--- config.mk ---
export PLATFORM = sky130hd
export DESIGN_NAME = rally_ctrl
export DESIGN_NICKNAME = d
export VERILOG_FILES = /design/src/rtl/rally_ctrl.sv
export SDC_FILE = /design/constraint.sdc
export NUM_CORES = 1
export LEC_CHECK = 0
export BUFFER_PORTS_ARGS = -buffer_cell sky130_fd_sc_hd__buf_2
export CORE_MARGIN = 2
export CORE_UTILIZATION = 51
export CTS_CLUSTER_DIAMETER = 80
export CTS_CLUSTER_SIZE = 25
export DETAILED_ROUTE_END_ITERATION = 8
export GPL_TIMING_DRIVEN = 1
export PLACE_DENSITY = 0.84
export RECOVER_POWER = 25
export SLEW_MARGIN = 20
export SYNTH_ARGS = -nofsm -noshare
export SYNTH_HDL_FRONTEND = slang
export SYNTH_SLANG_ARGS = --single-unit
--- constraint.sdc ---
create_clock -name clk -period 2.65 [get_ports clk]
set_input_delay 0 -clock clk [delete_from_list [all_inputs] [get_ports clk]]
set_output_delay 0 -clock clk [all_outputs]
set_load 0.02 [all_outputs]
--- src/rtl/rally_ctrl.sv ---
// Rally controller for a two-player volleyball-style game.
// Tracks touches per side, ghost-time filtering of collision edges, ground
// point awards, the post-point pause and match end. All outputs registered.
module rally_ctrl #(
  parameter int MAX_TOUCH   = 3,
  parameter int WIN_SCORE   = 15,
  parameter int NET_X       = 512,
  parameter int BALL_HALF   = 32,
  parameter int GHOST_TICKS = 18,
  parameter int WAIT_TICKS  = 250
) (
  input  logic        clk,
  input  logic        rst,
  input  logic        tick,
  input  logic        start,
  input  logic        pl1_col,
  input  logic        pl2_col,
  input  logic        gnd_col,
  input  logic [11:0] ball_posx,
  output logic        last_touch,
  output logic        ovr_touch,
  output logic [3:0]  score1,
  output logic [3:0]  score2,
  output logic        game_over,
  output logic        winner,
  output logic [2:0]  rally_state
);

  localparam int CW = $clog2(MAX_TOUCH + 2);
  localparam int GW = (GHOST_TICKS < 1) ? 1 : $clog2(GHOST_TICKS + 1);
  localparam int WW = (WAIT_TICKS < 2) ? 1 : $clog2(WAIT_TICKS + 1);

  typedef enum logic [2:0] {
    IDLE  = 3'd0,
    SERVE = 3'd1,
    RALLY = 3'd2,
    POINT = 3'd3,
    OVER  = 3'd4
  } state_t;

  state_t          state;
  logic            pl1_q;
  logic            pl2_q;
  logic [CW-1:0]   cnt1;
  logic [CW-1:0]   cnt2;
  logic [GW-1:0]   ghost_cnt;
  logic [WW-1:0]   wait_cnt;

  logic            rise1;
  logic            rise2;
  logic            ghost_ok;
  logic            touch;
  logic            toucher;
  logic [12:0]     gnd_sum;
  logic            near_p1;
  logic            same_side;
  logic [CW-1:0]   next_cnt;
  logic            over_hit;
  logic            pt_award;
  logic            pt_to;

  // Score increment that holds at the winning score.
  function automatic logic [3:0] sat_inc(input logic [3:0] s);
    if (s >= 4'(WIN_SCORE)) return s;
    return s + 4'd1;
  endfunction

  assign rally_state = state;

  // Touch qualification, ground-side decision and point-award conditions.
  always_comb begin
    rise1     = pl1_col & ~pl1_q;
    rise2     = pl2_col & ~pl2_q;
    ghost_ok  = (ghost_cnt >= GW'(GHOST_TICKS)) || (state == SERVE);
    // Player 1 takes priority when both edges land in the same clock.
    touch     = (rise1 | rise2) & ghost_ok;
    toucher   = ~rise1;
    // 13-bit sum so a ball near the right edge cannot wrap onto player 1's side.
    gnd_sum   = {1'b0, ball_posx} + 13'(BALL_HALF);
    near_p1   = gnd_sum < 13'(NET_X);
    same_side = touch && (toucher == last_touch);
    next_cnt  = (toucher ? cnt2 : cnt1) + CW'(1);
    over_hit  = same_side && (next_cnt == CW'(MAX_TOUCH + 1));
    pt_award  = (state == RALLY) && (gnd_col || over_hit);
    // pt_to: 1 = player 2 scores. Ground on player 1's half goes to player 2.
    pt_to     = gnd_col ? near_p1 : ~toucher;
  end

  // Match FSM with registered outputs, touch counters and tick counters.
  always_ff @(posedge clk) begin
    if (rst) begin
      state      <= IDLE;
      score1     <= '0;
      score2     <= '0;
      last_touch <= 1'b0;
      ovr_touch  <= 1'b0;
      game_over  <= 1'b0;
      winner     <= 1'b0;
      cnt1       <= '0;
      cnt2       <= '0;
      ghost_cnt  <= '0;
      wait_cnt   <= '0;
      pl1_q      <= 1'b0;
      pl2_q      <= 1'b0;
    end else begin
      pl1_q     <= pl1_col;
      pl2_q     <= pl2_col;
      ovr_touch <= 1'b0;
      if (tick && (ghost_cnt < GW'(GHOST_TICKS)))
        ghost_cnt <= ghost_cnt + GW'(1);

      case (state)
        IDLE: begin
          if (start) begin
            score1     <= '0;
            score2     <= '0;
            last_touch <= 1'b0;
            cnt1       <= '0;
            cnt2       <= '0;
            ghost_cnt  <= '0;
            state      <= SERVE;
          end
        end

        SERVE: begin
          // Ground contact is meaningless before the serve is struck.
          if (touch) begin
            last_touch <= toucher;
            cnt1       <= toucher ? CW'(0) : CW'(1);
            cnt2       <= toucher ? CW'(1) : CW'(0);
            ghost_cnt  <= '0;
            state      <= RALLY;
          end
        end

        RALLY: begin
          if (pt_award) begin
            if (pt_to) score2 <= sat_inc(score2);
            else       score1 <= sat_inc(score1);
            last_touch <= pt_to;
            ovr_touch  <= ~gnd_col;
            wait_cnt   <= '0;
            state      <= POINT;
          end else if (touch) begin
            ghost_cnt <= '0;
            if (same_side) begin
              if (toucher) cnt2 <= next_cnt;
              else         cnt1 <= next_cnt;
            end else begin
              last_touch <= toucher;
              cnt1       <= toucher ? CW'(0) : CW'(1);
              cnt2       <= toucher ? CW'(1) : CW'(0);
            end
          end
        end

        POINT: begin
          if (tick) begin
            if (wait_cnt == WW'(WAIT_TICKS - 1)) begin
              if ((score1 == 4'(WIN_SCORE)) || (score2 == 4'(WIN_SCORE))) begin
                game_over <= 1'b1;
                winner    <= (score2 == 4'(WIN_SCORE));
                state     <= OVER;
              end else begin
                cnt1      <= '0;
                cnt2      <= '0;
                ghost_cnt <= '0;
                state     <= SERVE;
              end
            end else begin
              wait_cnt <= wait_cnt + WW'(1);
            end
          end
        end

        OVER: begin
          if (start) begin
            score1     <= '0;
            score2     <= '0;
            last_touch <= ~winner;
            game_over  <= 1'b0;
            cnt1       <= '0;
            cnt2       <= '0;
            ghost_cnt  <= '0;
            state      <= SERVE;
          end
        end

        default: state <= IDLE;
      endcase
    end
  end

endmodule

==> flow_metrics.env, run 1 <==
export IMPL_rrSetupSlack_ns=0.1
export IMPL_synth_top_cell_by_area="dfxtp_1"
export IMPL_chipHeight_um=69.8
export IMPL_layout_drive_gt1_share=0.183
export IMPL_ir_drop_uv=370
export IMPL_synth_compound_area_share=0.257
export IMPL_nNetsFinal=326
export IMPL_hold_ws_ns=0.0509
export IMPL_fin_area_mm2=0.00259
export IMPL_wirelength_um=5470
export IMPL_first_global_vias=2075
export IMPL_period_needed_ns=2.55
export IMPL_tritoncts="built"
export IMPL_critPathRequiredTime_ns=2.84
export IMPL_cts_sinks=36
export IMPL_cts_root_buf="clkbuf_8"
export IMPL_grt_pass1_wl_um=9050
export IMPL_multi_input_area_mm2=0.00146
export IMPL_clock_fmax_mhz=392
export IMPL_dieArea_mm2=0.00488
export IMPL_synth_simple_area_share=0.287
export IMPL_max_stage_delay_ns=0.34
export IMPL_synth_xor_area_share=0.0198
export IMPL_synth_top_family_by_area="simple AND/OR/NAND/NOR gates"
export IMPL_period_share=0.964
export IMPL_synth_edf_count=0
export IMPL_path_clk_slew_ns=0.07
export IMPL_start_kind="flop"
export IMPL_track_usage=0.223
export IMPL_netlist_area_mm2=0.00221
export IMPL_synth_nets=290
export IMPL_worstRegToRegCells=12
export IMPL_initial_utilization=0.541
export IMPL_drc_errors=0
export IMPL_tightest_slew_ns=0.588
export IMPL_core_mm2=0.00409
export IMPL_nFillCells=362
export IMPL_antenna_found_initial=0
export IMPL_fin_setup_tns_ns=0
export IMPL_yosysMostFrequentCell="dfxtp_1"
export IMPL_cts_buffers_inserted=5
export IMPL_ys_ff_latch=36
export IMPL_synth_top_area_frac=0.326
export IMPL_clock_latency_ns=0.29
export IMPL_crit_fanout=7
export IMPL_placed_cell_area_mm2=0.00242
export IMPL_syn_inst=263
export IMPL_worstReg2RegStart="pl1_q"
export IMPL_crit_cells=12
export IMPL_htree_levels=2
export IMPL_antenna_cells=0
export IMPL_yosysWarnings=0
export IMPL_p_per_area_mw_per_mm2=529
export IMPL_crit_path_end="cnt1[1]"
export IMPL_drtPass1Iterations=4
export IMPL_cp_cell_sequence="nor2b_2, buf_4, nand2_1, nand2_1, ha_2, nand2b_1, a21oi_4, o221ai_1, a21oi_1, buf_4, or2_2, a31o_2"
export IMPL_synth_fa_ha_area_frac=0.0453
export IMPL_die_w_um=69.8
export IMPL_pin_count=34
export IMPL_yosys_top_cells_count="dfxtp_1, a21oi_1, nor2_1, o21ai_0, nand2_1"
export IMPL_setup_viol=0
export IMPL_first_iter_violations=128
export IMPL_vias_per_cell=6.31
export IMPL_grt_max_degree=17
export IMPL_clk_path_buf_depth=2
export IMPL_slew_viol_final=0
export IMPL_max_cap_violations=0
export IMPL_post_cts_buffers=0
export IMPL_status="finished clean"
export IMPL_final_util=0.635
export IMPL_avgSynthCellArea_um2=8.41
export IMPL_synthDistinctLibCells=59
export IMPL_ant_nets=0
export IMPL_grt_ovfl_total=0
export IMPL_holdCritStartpoint="start"
export IMPL_cpLargestDelayFamily="simple AND/OR/NAND/NOR gates"
export IMPL_hold_path_class="input port to flop"
export IMPL_cp_arrival_ns=2.74
export IMPL_num_rows=23
export IMPL_startpoint="pl1_q"
export IMPL_synth_area_leaders="dfxtp_1, a21oi_1, ha_1"
export IMPL_worstSetupEndpointType="flop"
export IMPL_crit_buf_inv=2
export IMPL_rr_endpoint="cnt1[1]"
export IMPL_synthFlopType="dfxtp_1"
export IMPL_area_delta_synth_final_pct=17.3
export IMPL_cp_slowest_cell="dfxtp_1"
export IMPL_routed_via_count=2209
export IMPL_muxShareOfSynthArea=0.0232
export IMPL_worstSetupPathType="flop to flop"
export IMPL_routedWlPerCell_um=15.6
export IMPL_final_hold_viol_count=0
export IMPL_place_gp_congestion=0.950
export IMPL_place_port_buffers=28
export IMPL_skew_ns=0.00409
export IMPL_seq_area_um2=721
export IMPL_place_hpwl_um=4010
export IMPL_seq_area_frac_synth=0.326
export IMPL_relSlewSlack=0.604
export IMPL_async_reset_ff_frac=0
export IMPL_total_leakage_power_nw=0.968
==> placed cells by master, fill, tap and decap left out, types with 3 or more instances in the layout <==
cell	count
nor2_1	17
o31ai_1	4
a21oi_1	18
o211ai_1	5
and4_1	3
inv_1	9
buf_4	8
a31oi_1	4
and2_1	3
nand3_1	13
nor2b_1	7
nor3_1	7
or2_2	3
xnor2_1	3
or4_1	4
nand2_1	16
ha_1	7
or3_1	7
buf_2	17
a211oi_1	3
mux2i_1	4
clkbuf_1	11
dfxtp_1	36
nand2b_1	7
o21ai_0	17
clkbuf_8	5
nand4_1	8
==> state kept, by name (all words and copies together) (netlist names) <==
register / cells
cnt1: 3
score2: 4
pl1_q: 1
last_touch: 1
rally_state: 3
pl2_q: 1
winner: 1
ovr_touch: 1
cnt2: 3
ghost_cnt: 5
game_over: 1
score1: 4
wait_cnt: 8
==> repair_timing <==
item                                    in CTS  in global routing
hold buffers                                 2                  0
cloned                                       0                  1
hold endpoints to repair                     2                  0
gates resized for setup                      1                  9
pin swaps                                    0                  3
endpoints found under the setup margin       1                 24
==> routing by layer <==
metal	vias up	global-route usage	part of all wire
li1	1077	-	-
met1	1034	0.275	0.43
met2	90	0.367	0.49
met3	8	0.0451	0.066
met4	0	0.115	0.015
met5	-	0	0
==> worst min path at each step <==
stage | end | slack, ns | cells after the start
detailed placement | pl2_q | 0.26 | 2
finish | rally_state[2] | 0.05 | 3
CTS | rally_state[2] | 0.04 | 3
global route | rally_state[2] | 0.07 | 3
floorplan | pl1_q | 0.13 | 1
global placement | pl2_q | 0.25 | 2
==> kinds of logic after synthesis <==
family | count (synthesis)
buf+inv | 19
mux | 5
xor+xnor | 5
flops | 36
simple gates | 111
compound gates | 79
fa+ha+maj | 8
==> where the power goes <==
| part | internal (mW) | switching (mW) | leakage, nW |
|---|---|---|---|
| Combinational | 0.119 | 0.187 | 0.622 |
| Clock | 0.278 | 0.203 | 0.0541 |
| Sequential | 0.561 | 0.0244 | 0.292 |
| Total | 0.958 | 0.415 | 0.968 |
==> worst min-delay path: stages <==
cell	delay (ns)
buf_2	0.14
o21a_1	0.13
nor2_1	0.03
==> final cells by class <==
type,count,share of cell area
clock buffers,5,0.0265
clock inverters,3,0.0164
inverters,9,0.0130
multi-input cells,209,0.562
flip-flops and latches,36,0.278
well taps,50,0.0241
repair buffers,38,0.0796
==> metrics by stage <==
stage / instances / setup slack, ns / power (mW)
after floorplan: 263 / 0.0923 / 0.805
after global placement: 339 / 0.0561 / 0.879
after detailed placement: 339 / 0.00557 / 0.886
after CTS: 349 / 0.0248 / 1.37
after global routing: 350 / -0.0241 / 1.44
final: 350 / 0.0966 / 1.37
Note: power is estimated with default switching activity, not from simulation.
==> run 2, diff against run 1 <==
- clock period: 2.65 -> 2.1 ns (I/O delays scaled with it)
==> flow_metrics.env, run 2 (synthesized netlist as in run 1, its figures left out) <==
export IMPL_largest_reg_flops=8
export IMPL_place_port_buffers=28
export IMPL_drc_errors=0
export IMPL_path_clk_slew_ns=0.07
export IMPL_clk_path_buf_depth=2
export IMPL_period_needed_ns=2.37
export IMPL_drt_met1_wl_um=2490
export IMPL_clock_fmax_mhz=421
export IMPL_grt_max_degree=17
export IMPL_worstReg2RegStart="pl1_q"
export IMPL_area_delta_synth_final_pct=34.0
export IMPL_crit_buf_inv=0
export IMPL_skew_ns=0.00307
export IMPL_setup_viol=29
export IMPL_first_global_vias=2170
export IMPL_cp_arrival_ns=2.60
export IMPL_antenna_cells=0
export IMPL_power_share_clock=0.335
export IMPL_ant_nets=0
export IMPL_fin_area_mm2=0.00296
export IMPL_hold_path_class="input port to flop"
export IMPL_placed_cell_area_mm2=0.00268
export IMPL_p_sw_frac=0.311
export IMPL_fin_ws_ns=-0.275
export IMPL_post_place_ws_ns=-0.310
export IMPL_power_mw=1.85
export IMPL_place_hpwl_um=4280
export IMPL_seq_area_um2=722
export IMPL_max_cap_violations=0
export IMPL_cts_root_buf="clkbuf_8"
export IMPL_cp_cell_sequence="nor2b_4, mux2_4, ha_4, nand2b_4, a21oi_4, o21a_2, a2111o_1, a21oi_4, mux2i_1"
export IMPL_dieArea_mm2=0.00488
export IMPL_chipHeight_um=69.8
export IMPL_cts_sinks=36
export IMPL_grt_pass1_wl_um=9760
export IMPL_violations="setup timing"
export IMPL_p_per_area_mw_per_mm2=626
export IMPL_critPathMostFrequentCell="a21oi_4"
export IMPL_switchingPower_uw=575
export IMPL_core_mm2=0.00409
export IMPL_wirelength_um=6090
export IMPL_cts_buffers_inserted=5
export IMPL_die_w_um=69.8
export IMPL_holdCritStartpoint="pl1_col"
export IMPL_top_register="wait_cnt"
export IMPL_route_met2_wl_um=3050
export IMPL_routedWlPerCell_um=16.2
export IMPL_max_stage_delay_ns=0.48
export IMPL_nFillCells=297
export IMPL_drtPass1Iterations=6
export IMPL_worstSetupEndpointType="flop"
export IMPL_track_usage=0.250
export IMPL_crit_fanout=4
export IMPL_grt_ovfl_total=0
export IMPL_status="complete, but fails checks"
export IMPL_internal_power_mw=1.28
export IMPL_pwr_share_seq=0.394
export IMPL_pin_count=34
export IMPL_top_regs="wait_cnt (8), ghost_cnt (5)"
export IMPL_period_share=1.13
export IMPL_routed_via_count=2320
export IMPL_num_rows=23
export IMPL_combPwrFrac=0.271
export IMPL_startpoint="pl1_q"
export IMPL_critPathRequiredTime_ns=2.33
export IMPL_tightest_slew_ns=0.503
export IMPL_start_kind="flop"
export IMPL_layout_commonest_cell="dfxtp_1"
export IMPL_nNetsFinal=353
export IMPL_tritoncts="built"
export IMPL_vias_per_cell=6.15
export IMPL_cpLargestDelayFamily="compound AO/OA/AOI/OAI gates"
export IMPL_worstSetupPathType="flop to flop"
export IMPL_htree_levels=2
export IMPL_final_cell_mix="dfxtp_1, buf_4, buf_2"
export IMPL_cp_slowest_cell="a2111o_1"
export IMPL_layout_drive_gt1_share=0.339
export IMPL_first_iter_violations=129
export IMPL_dr_wl_met3_um=386
export IMPL_rsz0062_at_grt="yes"
export IMPL_total_leakage_power_nw=1.18
export IMPL_antenna_found_initial=0
export IMPL_place_gp_congestion=0.887
export IMPL_slew_viol_final=0
export IMPL_multi_input_area_mm2=0.00158
export IMPL_ir_drop_uv=394
export IMPL_relSlewSlack=0.661
export IMPL_top_layer_used="met4"
export IMPL_final_hold_viol_count=0
export IMPL_clock_latency_ns=0.30
export IMPL_initial_utilization=0.541
[run 2: cell count changes in the layout (fill, tap and decap cells not counted), moves of 6 or more]
cell      before  now
clkbuf_1      11    5
o21ai_1        0    6
buf_2         17   24
o21ai_0       17   11
buf_4          8   31
[run 2: final timing paths]
check        cells after the start  slack (ns)   endpoint
max                              9       -0.27    cnt2[0]
min                              3        0.06      pl1_q
max reg2reg                      9       -0.27    cnt2[0]
min reg2reg                      2        0.48  game_over
[run 2: through the flow]
stage	hold slack [ns]	utilization	setup TNS, ns	std cells
5_1_grt	0.0930	0.725	-6.89	377
6_report	0.0604	0.725	-4.08	377
3_3_place_gp	0.254	0.657	-4.06	362
3_5_place_dp	0.268	0.657	-6.06	362
2_1_floorplan	0.128	-	-3.53	263
4_1_cts	0.0431	0.703	-3.62	375
[run 2: tightest hold or removal path, stage by stage]
cell and delay [ns]:
buf_2 0.09, buf_4 0.12, nor2b_1 0.11
[run 2: what timing repair did]
action                     CTS  global route
resized for setup           12            20
buffers inserted             5             3
setup endpoints to repair   29            29
hold endpoints to repair     1             0
pin swaps                   13            12
hold buffers                 1             0
[run 2: layout make-up]
type / instances / area share
Clock buffer: 6 / 0.0245
Timing Repair Buffer: 66 / 0.153
Inverter: 9 / 0.0114
Clock inverter: 2 / 0.0118
Multi-Input combinational cell: 208 / 0.534
Sequential cell: 36 / 0.244
Tap cell: 50 / 0.0211
[run 2: per-layer routing]
metal / GRT usage / vias up
met3: 0.0465 / 18
met4: 0.120 / 0
met5: 0 / -
li1: - / 1126
met2: 0.435 / 90
met1: 0.293 / 1086
[run 2: power groups by stage]
stage / sequential, mW / combinational (mW) / clock [mW]
global route: 0.733 / 0.538 / 0.637
floorplan: 0.756 / 0.274 / 0
CTS: 0.729 / 0.468 / 0.612
global placement: 0.743 / 0.431 / 0
detailed placement: 0.744 / 0.442 / 0
finish: 0.730 / 0.502 / 0.621
